[src/rtl/ps2_kbd_rx_fifo_pkg.sv]
// Shared PS/2 keyboard constants, receiver state encoding and the event record
// carried through the event FIFO.
package ps2_kbd_rx_fifo_pkg;

  localparam logic [7:0] PS2_E0 = 8'hE0;
  localparam logic [7:0] PS2_F0 = 8'hF0;
  localparam logic [7:0] PS2_E1 = 8'hE1;

  typedef enum logic [1:0] {
    ST_IDLE,
    ST_DATA,
    ST_PARITY,
    ST_STOP
  } rx_state_t;

  typedef struct packed {
    logic       ext;
    logic       brk;
    logic [7:0] code;
  } kbd_evt_t;

  localparam int EVT_W = $bits(kbd_evt_t);

  function automatic logic is_prefix(input logic [7:0] c);
    case (c)
      PS2_E0, PS2_F0: return 1'b1;
      // Pause-sequence leader is passed on as a plain code
      PS2_E1:         return 1'b0;
      default:        return 1'b0;
    endcase
  endfunction

endpackage

[src/rtl/ps2_kbd_rx_fifo_if.sv]
// Keyboard event stream: valid/ready handshake plus the head event fields.
interface ps2_kbd_rx_fifo_if;
  logic       evt_valid;
  logic       evt_ready;
  logic [7:0] evt_code;
  logic       evt_ext;
  logic       evt_break;

  modport master (output evt_valid, evt_code, evt_ext, evt_break, input evt_ready);
  modport slave  (input evt_valid, evt_code, evt_ext, evt_break, output evt_ready);
endinterface

[src/rtl/ps2_kbd_rx_fifo_sync_fifo.sv]
// First-word-fall-through synchronous FIFO; the head value is held once the
// FIFO drains so downstream sees the last event rather than stale memory.
module sync_fifo #(
  parameter int WIDTH = 10,
  parameter int DEPTH = 8
) (
  input  logic             clk,
  input  logic             rst,
  input  logic             i_wr_en,
  input  logic [WIDTH-1:0] i_wr_data,
  input  logic             i_rd_en,
  output logic [WIDTH-1:0] o_rd_data,
  output logic             o_empty,
  output logic             o_full
);
  localparam int AW = $clog2(DEPTH);

  logic [WIDTH-1:0] r_mem [DEPTH];
  logic [AW-1:0]    r_wr_ptr;
  logic [AW-1:0]    r_rd_ptr;
  logic [AW:0]      r_count;
  logic [WIDTH-1:0] r_last;
  logic             w_wr;
  logic             w_rd;

  assign o_empty   = (r_count == '0);
  assign o_full    = (r_count == (AW+1)'(DEPTH));
  assign w_rd      = i_rd_en && !o_empty;
  assign w_wr      = i_wr_en && (!o_full || w_rd);
  assign o_rd_data = o_empty ? r_last : r_mem[r_rd_ptr];

  always_ff @(posedge clk) begin
    if (w_wr) r_mem[r_wr_ptr] <= i_wr_data;
  end

  always_ff @(posedge clk) begin
    if (rst) begin
      r_wr_ptr <= '0;
      r_rd_ptr <= '0;
      r_count  <= '0;
      r_last   <= '0;
    end else begin
      if (w_wr) r_wr_ptr <= r_wr_ptr + 1'b1;
      if (w_rd) r_rd_ptr <= r_rd_ptr + 1'b1;
      if (!o_empty) r_last <= r_mem[r_rd_ptr];
      case ({w_wr, w_rd})
        2'b10:   r_count <= r_count + 1'b1;
        2'b01:   r_count <= r_count - 1'b1;
        default: r_count <= r_count;
      endcase
    end
  end

endmodule

[src/rtl/ps2_kbd_rx_fifo.sv]
// PS/2 keyboard receiver: input sync + clock deglitch, frame FSM, E0/F0 prefix
// decoder and an event FIFO with sticky error flags.
module ps2_kbd_rx_fifo
  import ps2_kbd_rx_fifo_pkg::*;
#(
  parameter int SYNC_STAGES    = 2,
  parameter int FILTER_LEN     = 8,
  parameter int TIMEOUT_CYCLES = 50000,
  parameter int FIFO_DEPTH     = 8
) (
  input  logic              clk,
  input  logic              rst,
  input  logic              kbd_clk,
  input  logic              kbd_data,
  ps2_kbd_rx_fifo_if.master evt,
  output logic              err_parity,
  output logic              err_frame,
  output logic              err_overflow,
  input  logic              err_clr
);
  localparam int FW = (FILTER_LEN > 1) ? $clog2(FILTER_LEN) : 1;
  localparam int TW = (TIMEOUT_CYCLES > 1) ? $clog2(TIMEOUT_CYCLES) : 1;

  logic [SYNC_STAGES-1:0] r_clk_sync, r_data_sync;
  logic [FW-1:0]          r_fcnt;
  logic                   r_fclk, r_strobe;
  logic                   w_clk_s, w_data_s, w_flip;
  rx_state_t              r_state, w_state_nxt;
  logic [2:0]             r_bitcnt;
  logic [TW-1:0]          r_tmo;
  logic [7:0]             r_shift;
  logic                   r_par, r_byte_done;
  logic                   w_frame_err, w_par_err, w_done;
  logic                   r_ext, r_brk, r_wr_en;
  kbd_evt_t               r_wr_data, w_head;
  logic                   w_empty, w_full, w_pop, w_drop;

  assign w_clk_s  = r_clk_sync[SYNC_STAGES-1];
  assign w_data_s = r_data_sync[SYNC_STAGES-1];
  assign w_flip   = (w_clk_s != r_fclk) && (r_fcnt == FW'(FILTER_LEN-1));

  // Synchronizers and kbd_clk deglitch; strobe marks a filtered falling edge
  always_ff @(posedge clk) begin
    if (rst) begin
      r_clk_sync  <= '1;
      r_data_sync <= '1;
      r_fcnt      <= '0;
      r_fclk      <= 1'b1;
      r_strobe    <= 1'b0;
    end else begin
      r_clk_sync  <= {r_clk_sync[SYNC_STAGES-2:0], kbd_clk};
      r_data_sync <= {r_data_sync[SYNC_STAGES-2:0], kbd_data};
      r_strobe    <= w_flip && r_fclk;
      if (w_clk_s == r_fclk) begin
        r_fcnt <= '0;
      end else if (w_flip) begin
        r_fclk <= ~r_fclk;
        r_fcnt <= '0;
      end else begin
        r_fcnt <= r_fcnt + 1'b1;
      end
    end
  end

  always_comb begin
    w_state_nxt = r_state;
    w_frame_err = 1'b0;
    w_par_err   = 1'b0;
    w_done      = 1'b0;
    case (r_state)
      ST_IDLE:   if (r_strobe) begin
                   if (!w_data_s) w_state_nxt = ST_DATA;
                   else           w_frame_err = 1'b1;
                 end
      ST_DATA:   if (r_strobe && r_bitcnt == 3'd7) w_state_nxt = ST_PARITY;
      ST_PARITY: if (r_strobe) w_state_nxt = ST_STOP;
      ST_STOP:   if (r_strobe) begin
                   w_state_nxt = ST_IDLE;
                   if (!w_data_s)              w_frame_err = 1'b1;
                   else if (!(^{r_shift, r_par})) w_par_err = 1'b1;
                   else                        w_done      = 1'b1;
                 end
      default:   w_state_nxt = ST_IDLE;
    endcase
    if (r_state != ST_IDLE && !r_strobe && r_tmo == TW'(TIMEOUT_CYCLES-1)) begin
      w_state_nxt = ST_IDLE;
      w_frame_err = 1'b1;
    end
  end

  always_ff @(posedge clk) begin
    if (rst) begin
      r_state     <= ST_IDLE;
      r_bitcnt    <= '0;
      r_tmo       <= '0;
      r_byte_done <= 1'b0;
    end else begin
      r_state     <= w_state_nxt;
      r_byte_done <= w_done;
      if (r_state == ST_IDLE)                   r_bitcnt <= '0;
      else if (r_state == ST_DATA && r_strobe)  r_bitcnt <= r_bitcnt + 1'b1;
      if (r_state == ST_IDLE || r_strobe) r_tmo <= '0;
      else                                r_tmo <= r_tmo + 1'b1;
    end
  end

  always_ff @(posedge clk) begin
    if (r_strobe && r_state == ST_DATA)   r_shift <= {w_data_s, r_shift[7:1]};
    if (r_strobe && r_state == ST_PARITY) r_par   <= w_data_s;
    if (r_byte_done) r_wr_data <= '{ext: r_ext, brk: r_brk, code: r_shift};
  end

  // Prefix decoder: one cycle after byte_done the event is pushed
  always_ff @(posedge clk) begin
    if (rst) begin
      r_ext   <= 1'b0;
      r_brk   <= 1'b0;
      r_wr_en <= 1'b0;
    end else begin
      r_wr_en <= 1'b0;
      if (w_frame_err || w_par_err) begin
        r_ext <= 1'b0;
        r_brk <= 1'b0;
      end else if (r_byte_done) begin
        if (!is_prefix(r_shift)) begin
          r_wr_en <= 1'b1;
          r_ext   <= 1'b0;
          r_brk   <= 1'b0;
        end else if (r_shift == PS2_E0) begin
          r_ext <= 1'b1;
        end else begin
          r_brk <= 1'b1;
        end
      end
    end
  end

  sync_fifo #(
    .WIDTH (EVT_W),
    .DEPTH (FIFO_DEPTH)
  ) u_fifo (
    .clk       (clk),
    .rst       (rst),
    .i_wr_en   (r_wr_en),
    .i_wr_data (r_wr_data),
    .i_rd_en   (evt.evt_ready),
    .o_rd_data (w_head),
    .o_empty   (w_empty),
    .o_full    (w_full)
  );

  assign w_pop         = evt.evt_ready && !w_empty;
  assign w_drop        = r_wr_en && w_full && !w_pop;
  assign evt.evt_valid = !w_empty;
  assign evt.evt_code  = w_head.code;
  assign evt.evt_ext   = w_head.ext;
  assign evt.evt_break = w_head.brk;

  // Sticky errors: a new error in the clear cycle keeps the flag set
  always_ff @(posedge clk) begin
    if (rst) begin
      err_parity   <= 1'b0;
      err_frame    <= 1'b0;
      err_overflow <= 1'b0;
    end else begin
      if (w_par_err)     err_parity   <= 1'b1;
      else if (err_clr)  err_parity   <= 1'b0;
      if (w_frame_err)   err_frame    <= 1'b1;
      else if (err_clr)  err_frame    <= 1'b0;
      if (w_drop)        err_overflow <= 1'b1;
      else if (err_clr)  err_overflow <= 1'b0;
    end
  end

endmodule

[src/flat_wrapper.sv]
// flat-port wrapper written by rule: the top's interface ports become plain ports
module ps2_kbd_rx_fifo_flat import ps2_kbd_rx_fifo_pkg::*;
#(
  parameter int SYNC_STAGES    = 2,
  parameter int FILTER_LEN     = 8,
  parameter int TIMEOUT_CYCLES = 50000,
  parameter int FIFO_DEPTH     = 8
)
  (clk, rst, kbd_clk, kbd_data, err_parity, err_frame, err_overflow, err_clr, evt_evt_valid, evt_evt_code, evt_evt_ext, evt_evt_break, evt_evt_ready);
  ps2_kbd_rx_fifo_if evt_i ();
  input  logic clk;
  input  logic rst;
  input  logic kbd_clk;
  input  logic kbd_data;
  output logic err_parity;
  output logic err_frame;
  output logic err_overflow;
  input  logic err_clr;
  output wire logic [$bits(evt_i.evt_valid)-1:0] evt_evt_valid;
  output wire logic [$bits(evt_i.evt_code)-1:0] evt_evt_code;
  output wire logic [$bits(evt_i.evt_ext)-1:0] evt_evt_ext;
  output wire logic [$bits(evt_i.evt_break)-1:0] evt_evt_break;
  input wire logic [$bits(evt_i.evt_ready)-1:0] evt_evt_ready;
  assign evt_evt_valid = evt_i.evt_valid;
  assign evt_evt_code = evt_i.evt_code;
  assign evt_evt_ext = evt_i.evt_ext;
  assign evt_evt_break = evt_i.evt_break;
  assign evt_i.evt_ready = evt_evt_ready;
  ps2_kbd_rx_fifo #(.SYNC_STAGES(SYNC_STAGES), .FILTER_LEN(FILTER_LEN), .TIMEOUT_CYCLES(TIMEOUT_CYCLES), .FIFO_DEPTH(FIFO_DEPTH)) u_core (.clk(clk), .rst(rst), .kbd_clk(kbd_clk), .kbd_data(kbd_data), .evt(evt_i), .err_parity(err_parity), .err_frame(err_frame), .err_overflow(err_overflow), .err_clr(err_clr));
endmodule
[config.mk]
export PLATFORM = sky130hd
export DESIGN_NAME = ps2_kbd_rx_fifo_flat
export DESIGN_NICKNAME = d
export VERILOG_FILES = /design/src/rtl/ps2_kbd_rx_fifo_pkg.sv /design/src/rtl/ps2_kbd_rx_fifo_if.sv /design/src/rtl/ps2_kbd_rx_fifo_sync_fifo.sv /design/src/rtl/ps2_kbd_rx_fifo.sv /design/src/flat_wrapper.sv
export SDC_FILE = /design/constraint.sdc
export NUM_CORES = 1
export LEC_CHECK = 0
export ABC_CLOCK_PERIOD_IN_PS = 3650
export CORE_AREA = 5 5 138 154
export DETAILED_ROUTE_END_ITERATION = 7
export DIE_AREA = 0 0 143 159
export GPL_TIMING_DRIVEN = 1
export SLEW_MARGIN = 20
export SYNTH_ARGS = -nofsm -noshare
export SYNTH_HDL_FRONTEND = slang
export SYNTH_SLANG_ARGS = --single-unit
[constraint.sdc]
create_clock -name clk -period 3.65 [get_ports clk]
set_input_delay 0.9125 -clock clk [delete_from_list [all_inputs] [get_ports clk]]
set_output_delay 0.9125 -clock clk [all_outputs]
set_load 0.05 [all_outputs]
==> parameters.txt, run 1 <==
Parameter                              Value

Synthesis
  Synth top area cells    sky130_fd_sc_hd__edfxtp_1 47%, sky130_fd_sc_hd__dfxtp_1 19%, sky130_fd_sc_hd__mux4_2 7.1%
  Sequential-to-total area share from yosys stat    0.661
  Mean instance size in the synthesized netlist    14.1 sq um
  Post-synthesis instance area    ~6300 sq um
  Number of enable-type register cells in the synthesized netlist    99
  Number of distinct library cells after synthesis    54
  #FFs+latches synth    159
  Yosys top cell by area    sky130_fd_sc_hd__edfxtp_1
  Most common cell in the synthesized netlist    sky130_fd_sc_hd__edfxtp_1
  Net Count, Synth    467
  Top cell types by occurrence after synthesis    99 x sky130_fd_sc_hd__edfxtp_1, 60 x sky130_fd_sc_hd__dfxtp_1, 52 x sky130_fd_sc_hd__nor2_1
  Mapped Cells    448
  Proportion of netlist area held by the largest area contributor    0.471
  Post-synth ARST share    0
  Top flip-flop cell by instance count after synthesis    sky130_fd_sc_hd__edfxtp_1
  Yosys warns    0

GRT
  Initial antenna violation count    0
  Maximum number of pins on one net before global-route repair    37
  Met1 Use GR    0.132
  Leftover overflow at the end of global routing    0
  First-pass GRT wire length    18800 um
  Via count of the first global-routing pass    3658
  Routing layer with the top usage in global route    met2
  Global-route total usage across every layer    0.107
  Met2 usage    0.175
  GRT met3 Usage    0.0375

Timing
  Rel. slew slack    0.522
  Shortest period the worst path allows    ~3.3 ns
  Highest clock frequency the design can meet    302 MHz
  Pin slew with the least headroom to its limit    a little over 0.7 ns
  Final critical-path share of the clock period    0.907
  Worst clock skew on the final layout    0.00958 ns
  Number of setup violations in the final report    0
  Count of endpoints failing hold in the final timing report    0
  Slew Limit Fails    0
  Unrepaired setup endpoints after global routing    false
  Total negative slack    0 ns

Layout
  Final antenna diode count    0
  Layout Area Growth over Synthesis    18.2%
  Net count of the finished layout    501
  Fill cell instance count of the final layout    1798
  Fraction of the core area covered by cells at the end of the flow    0.382
  Layout cells sized above 1    0.192

Placed design
  Final Wtd Congestion    between 0.7 and 0.8
  Hpwl dp    ~7500 um
  Count of input and output buffers    19

Critical path
  Worst Reg-to-Reg Cells    7
  Critical path's slowest cell    sky130_fd_sc_hd__mux4_2
  Source of the worst register-to-register timing path    u_core.u_fifo.r_count[3]
  Setup slack, reg-to-reg    ~1.4 ns
  Crit start category    flip-flop
  CP required    2.74 ns
  Largest stage delay on the critical path    0.51 ns
  Setup Crit Path Kind    flip-flop to primary output
  RR Endpoint    u_core.u_fifo.r_count[2]
  Maximum net fanout on the critical path    9
  Cell repeated most along the worst path    sky130_fd_sc_hd__buf_4
  Count of buffer and inverter cells on the critical path    2
  Critical Path Sink Type    primary output
  Family with the most delay on the worst path    multiplexers
  Arrival time reported for the critical path endpoint    2.40 ns
  Critical path cell sequence    buf_4 > mux4_2 > nor2b_1 > a211oi_1 > nor2_1 > buf_4

Floorplan
  Overall die area    22700 sq um
  Initial Utilization    0.323
  I/O pin count    20
  Floorplan row count    54
  Die Y    159 um
  Die extent in x    143 um
  Std-Cell Core Area    around 20000 sq um

Detailed routing
  Count of vias placed by the detailed router    3519
  Number of remaining DRC errors    0
  Final wirelength    11200 um
  Antenna-violating nets left    0
  Number of vias per cell    roughly 4.7
  Count of routing violations after the opening detailed-route iteration    198
  Wire length per cell after detailed routing    between 10 and 15 um
  First drt pass iteration count    4

Min path
  End point of the most critical hold path    u_core.r_clk_sync[1]
  Path category of the worst min-delay check    flip-flop to flip-flop
  Number of instances on the worst hold path    1
  Min-Delay Startpoint    u_core.r_clk_sync[0]

Clocking
  Cts bufs inserted    17
  Setup bufs post-CTS    0
  Max Root-Sink Buffers    2
  Number of buffers inserted by hold repair at cts    0
  Worst skew pair latency    0.42 ns
  TritonCTS sink count    159
  Number of levels the H-tree was split into    4
  Clock tree from TritonCTS    yes
  Number of resized instances in the post-cts repair step    0
  Root buf cell    sky130_fd_sc_hd__clkbuf_16
  Clock slew at the register clock pins of the worst setup and hold paths    about 0.06 ns

Run status
  Outcome    finished, final reports clean

Pwr
  Static power due to leakage    between 2 and 3 nW
  Total power per unit cell area    between 600 and 700 nW/um^2
  Maximum ir drop on the vdd rail    between 0.5 and 0.6 mV

Flow run
  Number of max-cap violations    0
==> layout make-up <==
class	count	area [sq um]	area share
Timing Repair Buffer	35	283	0.0379
Inverter	11	41.3	0.00553
Multi-Input combinational cell	258	2020	0.271
Clock inverter	15	199	0.0267
Sequential cell	159	4180	0.560
Clock buffer	17	425	0.0570
Tap cell	252	315	0.0423
==> kinds of logic after synthesis <==
logic type,Yosys count,share of synthesized area
AOI/OAI and AO/OA,38,0.0438
DFF,159,0.661
xor gates and xnor gates,26,0.0406
and+or+nand+nor,154,0.126
adders and majority gates,13,0.0258
muxes,27,0.0828
buffers and inverters,31,0.0194
==> power breakdown <==
group          internal [mW]  total (mW)  switching (mW)
clock network           1.10        1.85           0.748
registers               1.96        2.01          0.0483
logic                  0.332        1.02           0.689
==> how the worst max path moves through the flow <==
stage | from | end | cells after the start
finish | flip-flop | evt_evt_code[0] | 6
global route | flip-flop | evt_evt_code[5] | 6
CTS | flip-flop | evt_evt_code[0] | 6
detailed placement | flip-flop | evt_evt_code[0] | 6
global placement | flip-flop | evt_evt_code[1] | 6
floorplan | u_core.u_fifo.r_count[2] | evt_evt_break | 6
==> layout by cell type, fill, tap and decap left out, types with 5 or more instances in the layout <==
cell type and n:
sky130_fd_sc_hd__edfxtp_1 99, sky130_fd_sc_hd__dfxtp_1 59, sky130_fd_sc_hd__nor2_1 52, sky130_fd_sc_hd__buf_4 27
sky130_fd_sc_hd__nor3_1 26, sky130_fd_sc_hd__mux4_2 20, sky130_fd_sc_hd__nor2b_1 17, sky130_fd_sc_hd__clkbuf_16 17
sky130_fd_sc_hd__xnor2_1 14, sky130_fd_sc_hd__ha_1 13, sky130_fd_sc_hd__a211oi_1 12, sky130_fd_sc_hd__nand2_1 11
sky130_fd_sc_hd__inv_1 11, sky130_fd_sc_hd__xor2_1 10, sky130_fd_sc_hd__nand3_1 10, sky130_fd_sc_hd__clkdlybuf4s50_1 8
sky130_fd_sc_hd__a21oi_1 7, sky130_fd_sc_hd__nand2b_1 5, sky130_fd_sc_hd__nor4_1 5, sky130_fd_sc_hd__mux2i_1 5
sky130_fd_sc_hd__or2_2 5
==> registers in the layout, indices dropped and copies added, names as in the netlist, named ones only <==
register	flops
u_core.err_frame	1
u_core.err_overflow	1
u_core.err_parity	1
u_core.r_bitcnt	3
u_core.r_brk	1
u_core.r_byte_done	1
u_core.r_clk_sync	2
u_core.r_data_sync	2
u_core.r_ext	1
u_core.r_fclk	1
u_core.r_fcnt	3
u_core.r_par	1
u_core.r_shift	8
u_core.r_state	2
u_core.r_strobe	1
u_core.r_tmo	16
u_core.r_wr_data	10
u_core.r_wr_en	1
u_core.u_fifo.r_count	4
u_core.u_fifo.r_last	10
u_core.u_fifo.r_mem	80
u_core.u_fifo.r_rd_ptr	3
u_core.u_fifo.r_wr_ptr	3
==> per-stage QoR <==
step | cell area, sq um | setup slack, ns | power (mW) | std cells | hold WS [ns]
floorplan | 6310 | 0.597 | 2.79 | 448 | 0.389
global placement | 6840 | 0.616 | 3.06 | 715 | 0.394
detailed placement | 6840 | 0.578 | 3.08 | 715 | 0.401
CTS | 7460 | 0.114 | 4.93 | 747 | 0.416
global route | 7460 | 0.123 | 5.09 | 747 | 0.428
finish | 7460 | 0.341 | 4.88 | 747 | 0.416
==> routing by layer <==
layer  wire length [um]  part of all wire
met5                  0                 0
met4                 97            0.0087
met3                500             0.045
met2               5610              0.50
met1               4970              0.44
Note: power is estimated with default switching activity, not from simulation.
==> inputs of run 2 (changes only) <==
- CORE_AREA: 5 5 138 154 -> 5 5 104 116
- DIE_AREA: 0 0 143 159 -> 0 0 109 121
- PLACE_DENSITY: unset -> 0.77
==> run 2 against run 1 <==
Against the previous run:
- final cell count decreased by 15%
- clock skew decreased by 0.0039 ns
- count of clock-buffer cells in the layout increased by 1
- combinational power about the same
- global-route usage increased by 8.5 points
- clock power increased by 4%
- die area decreased by 42%
==> parameters.txt, run 2 (same netlist as run 1, synthesis figures left out) <==
Parameter                              Value

Timing
  Number of setup violations in the final report    0
  Pin slew with the least headroom to its limit    0.781 ns
  Total negative slack    0 ns
  Slew Limit Fails    0
  Final critical-path share of the clock period    0.942
  Highest clock frequency the design can meet    291 MHz
  Rel. slew slack    0.479
  Unrepaired setup endpoints after global routing    false
  Smallest setup slack after layout    0.213 ns
  Count of endpoints failing hold in the final timing report    0
  Shortest period the worst path allows    3.44 ns
  Final-layout worst hold slack    0.410 ns
  Worst clock skew on the final layout    0.00569 ns

Placed design
  Hpwl dp    approximately 7300 um
  Setup Slack @ Placement    roughly 0.63 ns
  Count of input and output buffers    19
  Number of cells in the design after placement    606
  Final Wtd Congestion    0.765

Critical path
  Setup Crit Path Kind    flip-flop to primary output
  Family with the most delay on the worst path    flip-flops
  Count of buffer and inverter cells on the critical path    2
  Cell repeated most along the worst path    sky130_fd_sc_hd__buf_4
  Critical path cell sequence    buf_4 > mux4_2 > a211oi_1 > nor2_1 > buf_4
  Crit start category    flip-flop
  Critical Path Sink Type    primary output
  Largest stage delay on the critical path    between 0.8 and 0.9 ns
  Critical path's slowest cell    sky130_fd_sc_hd__dfxtp_1
  Maximum net fanout on the critical path    15
  Arrival time reported for the critical path endpoint    between 2 and 3 ns
  CP required    2.74 ns

Pwr
  Total power per unit cell area    674 nW/um^2
  Static power due to leakage    2.53 nW
  Total power    4.94 mW
  Maximum ir drop on the vdd rail    around 0.59 mV

Clocking
  Number of resized instances in the post-cts repair step    0
  Max Root-Sink Buffers    2
  Setup bufs post-CTS    0
  Number of buffers inserted by hold repair at cts    0
  TritonCTS sink count    159
  Root buf cell    sky130_fd_sc_hd__clkbuf_16
  Clock tree from TritonCTS    yes
  Worst skew pair latency    just over 0.4 ns
  Clock slew at the register clock pins of the worst setup and hold paths    0.06 ns
  Number of levels the H-tree was split into    4
  Cts bufs inserted    17

Layout
  Sequential cell area    4170 sq um
  Net count of the finished layout    497
  Cell Count, Final, Fillers Out    638
  Flip-flop count of the largest register, all copies and words added    80
  Footprint of the multi-input gates    2020 sq um
  Fill cell instance count of the final layout    743
  Registers with the most flip-flops    u_core.u_fifo.r_mem x80, u_core.r_tmo x16
  Layout cells sized above 1    0.171
  Final antenna diode count    0
  Leading cell type in the layout, fill and taps excluded    sky130_fd_sc_hd__edfxtp_1
  Biggest register    u_core.u_fifo.r_mem
  Layout Area Growth over Synthesis    16.0%
  Highest-count cells in the layout ignoring fill and taps    99 x sky130_fd_sc_hd__edfxtp_1, 60 x sky130_fd_sc_hd__dfxtp_1, 52 x sky130_fd_sc_hd__nor2_1, 26 x sky130_fd_sc_hd__nor3_1, 22 x sky130_fd_sc_hd__buf_4

Min path
  Path category of the worst min-delay check    flip-flop to flip-flop

GRT
  Initial antenna violation count    0
  Via count of the first global-routing pass    3645
  Global-route total usage across every layer    0.192
  Maximum number of pins on one net before global-route repair    38
  First-pass GRT wire length    19000 um
  Leftover overflow at the end of global routing    0

Detailed routing
  Number of remaining DRC errors    0
  Count of routing violations after the opening detailed-route iteration    193
  First drt pass iteration count    4
  Final wirelength    11300 um
  Antenna-violating nets left    0
  Count of vias placed by the detailed router    3599
  Wire length per cell after detailed routing    17.7 um
  Number of vias per cell    5.64

Floorplan
  Overall die area    13200 sq um
  I/O pin count    20
  Die Y    121 um
  Die extent in x    109 um
  Std-Cell Core Area    between 10000 and 15000 sq um
  Floorplan row count    40
  Initial Utilization    0.587

Flow run
  Number of max-cap violations    0

Run status
  Outcome    finished, final reports clean
[run 2: cell types whose count changed in the layout (fill, tap and decap cells not counted), moves of 2 or more]
| cell | change |
|---|---|
| sky130_fd_sc_hd__clkinv_4 | -3 |
| sky130_fd_sc_hd__inv_8 | -3 |
| sky130_fd_sc_hd__clkinv_2 | +3 |
| sky130_fd_sc_hd__inv_6 | -2 |
| sky130_fd_sc_hd__clkinv_1 | +4 |
| sky130_fd_sc_hd__bufinv_16 | +3 |
| sky130_fd_sc_hd__buf_4 | -5 |
| sky130_fd_sc_hd__clkinvlp_4 | -3 |
[run 2: area by class of cell]
| class | count | area share |
|---|---|---|
| Inverter | 11 | 0.00564 |
| Timing Repair Buffer | 31 | 0.0348 |
| Clock buffer | 18 | 0.0586 |
| Sequential cell | 159 | 0.570 |
| Clock inverter | 14 | 0.0299 |
| Tap cell | 147 | 0.0251 |
| Multi-Input combinational cell | 258 | 0.276 |
[run 2: metrics by stage]
| stage | util | instance area (sq um) |
|---|---|---|
| 2_1_floorplan | - | 6310 |
| 3_3_place_gp | 0.621 | 6680 |
| 3_5_place_dp | 0.621 | 6680 |
| 4_1_cts | 0.681 | 7330 |
| 5_1_grt | 0.681 | 7330 |
| 6_report | 0.681 | 7330 |
[run 2: final timing paths]
check	start	slack (ns)	depth (start not counted)	endpoint
worst min register to register	u_core.r_data_sync[0]	0.41	1	u_core.r_data_sync[1]
worst max-delay path	flip-flop	0.21	5	evt_evt_code[2]
worst min-delay path	u_core.r_data_sync[0]	0.41	1	u_core.r_data_sync[1]
worst max register to register	u_core.u_fifo.r_count[3]	1.37	7	u_core.u_fifo.r_count[2]
[run 2: where the power goes]
group | total (mW) | internal [mW] | switching, mW
Sequential | 2.00 | 1.96 | 0.0395
Combinational | 1.02 | 0.329 | 0.688
Clock | 1.92 | 1.27 | 0.652
[run 2: per-layer routing]
metal	global-route usage	vias up	routed length, um
met5	0	-	0
met4	0.0521	0	61
met3	0.0569	4	430
met2	0.334	67	6090
met1	0.230	1807	4700
li1	-	1721	-
==> inputs of run 3 (changes only) <==
- PLACE_DENSITY: 0.77 -> 0.85
==> run 3 against run 2 <==
Against the previous run:
- sequential share of layout area grew 0.62 points
- flip-flop and latch count is the same
- critical path depth shrank 1
- total power shrank 5.5%
==> parameters.txt, run 3 (same netlist as run 1, synthesis figures left out) <==
Parameter                              Value

Clocking
  TritonCTS sink count    159
  Worst skew pair latency    around 0.41 ns
  Clock tree from TritonCTS    yes
  Setup bufs post-CTS    0
  Clock slew at the register clock pins of the worst setup and hold paths    0.06 ns
  Root buf cell    sky130_fd_sc_hd__clkbuf_16
  Max Root-Sink Buffers    2
  Number of resized instances in the post-cts repair step    0
  Number of buffers inserted by hold repair at cts    0
  Number of levels the H-tree was split into    4
  Cts bufs inserted    17

Placed design
  Number of cells in the design after placement    607
  Final Wtd Congestion    around 0.76
  Hpwl dp    7660 um
  Count of input and output buffers    19

Detailed routing
  Final wirelength    11400 um
  Number of vias per cell    5.63
  Number of remaining DRC errors    0
  Wire length per cell after detailed routing    17.9 um
  First drt pass iteration count    4
  Count of routing violations after the opening detailed-route iteration    ~160
  Count of vias placed by the detailed router    3599
  Antenna-violating nets left    0

Timing
  Count of endpoints failing hold in the final timing report    0
  Rel. slew slack    0.515
  Total negative slack    0 ns
  Highest clock frequency the design can meet    297 MHz
  Number of setup violations in the final report    0
  Unrepaired setup endpoints after global routing    false
  Worst clock skew on the final layout    about 0.0096 ns
  Slew Limit Fails    0
  Shortest period the worst path allows    3.37 ns
  Final critical-path share of the clock period    0.922
  Pin slew with the least headroom to its limit    0.726 ns

Pwr
  Static power due to leakage    2.50 nW
  Total power per unit cell area    644 nW/um^2
  Maximum ir drop on the vdd rail    0.458 mV

Floorplan
  Initial Utilization    0.587
  Die extent in x    109 um
  I/O pin count    20
  Std-Cell Core Area    10800 sq um
  Die Y    ~120 um
  Overall die area    between 10000 and 15000 sq um
  Floorplan row count    40

Critical path
  Critical path's slowest cell    sky130_fd_sc_hd__clkdlybuf4s50_1
  Critical Path Sink Type    primary output
  Crit start category    flip-flop
  Largest stage delay on the critical path    ~0.9 ns
  Setup Crit Path Kind    flip-flop to primary output
  Worst Reg-to-Reg Cells    7
  Arrival time reported for the critical path endpoint    2.45 ns
  Maximum net fanout on the critical path    13
  CP required    around 2.7 ns
  Critical path cell sequence    nor4_1 > buf_4 > inv_1 > clkdlybuf4s50_1

GRT
  Initial antenna violation count    0
  Via count of the first global-routing pass    3623
  Global-route total usage across every layer    0.189
  Leftover overflow at the end of global routing    0
  First-pass GRT wire length    18400 um
  Maximum number of pins on one net before global-route repair    38

Min path
  Path category of the worst min-delay check    flip-flop to flip-flop
  Number of instances on the worst hold path    1

Layout
  Fill cell instance count of the final layout    between 700 and 800
  Biggest register    u_core.u_fifo.r_mem
  Flip-flop count of the largest register, all copies and words added    80
  Layout cells sized above 1    0.181
  Final antenna diode count    0
  Net count of the finished layout    approximately 500
  Highest-count cells in the layout ignoring fill and taps    99 x sky130_fd_sc_hd__edfxtp_1, 60 x sky130_fd_sc_hd__dfxtp_1, 52 x sky130_fd_sc_hd__nor2_1, 26 x sky130_fd_sc_hd__nor3_1, 23 x sky130_fd_sc_hd__buf_4
  Leading cell type in the layout, fill and taps excluded    sky130_fd_sc_hd__edfxtp_1
  Registers with the most flip-flops    u_core.u_fifo.r_mem x80, u_core.r_tmo x16
  Cell Count, Final, Fillers Out    639
  Layout Area Growth over Synthesis    14.8%

Flow run
  Number of max-cap violations    0

Run status
  Outcome    finished, final reports clean
run 3: layout make-up:
cell class / count / area (sq um) / share of cell area
Sequential cell: 159 / 4170 / 0.576
Multi-Input combinational cell: 258 / 2020 / 0.278
Clock buffer: 21 / 492 / 0.0679
Timing Repair Buffer: 32 / 263 / 0.0363
Tap cell: 147 / 184 / 0.0254
Clock inverter: 11 / 76.3 / 0.0105
Inverter: 11 / 41.3 / 0.00570
run 3: worst paths after layout:
check	startpoint	endpoint	slack, ns
setup reg to reg	u_core.u_fifo.r_count[3]	u_core.u_fifo.r_count[2]	1.38
setup / recovery	u_core.u_fifo.r_count[0]	evt_evt_valid	0.28
hold / removal	u_core.r_clk_sync[0]	u_core.r_clk_sync[1]	0.41
hold reg to reg	u_core.r_clk_sync[0]	u_core.r_clk_sync[1]	0.41
run 3: metrics by stage:
step | power [mW] | setup WS (ns) | instance area (sq um) | utilization | hold WS (ns)
after floorplan | 2.79 | 0.597 | 6310 | - | 0.389
after global placement | 3.03 | 0.695 | 6680 | 0.621 | 0.394
after detailed placement | 3.06 | 0.661 | 6680 | 0.621 | 0.398
after CTS | 4.71 | 0.246 | 7250 | 0.673 | 0.413
after global routing | 4.87 | 0.110 | 7250 | 0.673 | 0.435
final | 4.67 | 0.285 | 7250 | 0.673 | 0.410
run 3: metal layers:
| layer | vias to the layer above | track usage | wire, um |
|---|---|---|---|
| met4 | 0 | 0.0781 | 248 |
| li1 | 1721 | - | - |
| met5 | - | 0 | 0 |
| met2 | 96 | 0.320 | 6000 |
| met1 | 1765 | 0.229 | 4600 |
| met3 | 17 | 0.0474 | 568 |
run 3: critical path: cells and delay by family (launching register included):
kind / cells / cell delay [ns]
buffers and inverters: 3 / 1.39
flip-flops: 1 / 0.52
AND/OR/NAND/NOR: 1 / 0.11
run 3: report_power, final:
part           switching (mW)  total (mW)  internal, mW  leakage, nW
Combinational           0.685        1.01         0.328        0.838
Sequential             0.0404        2.00          1.96         1.37
Clock                   0.685        1.65         0.968        0.286
Total                    1.41        4.67          3.26         2.50
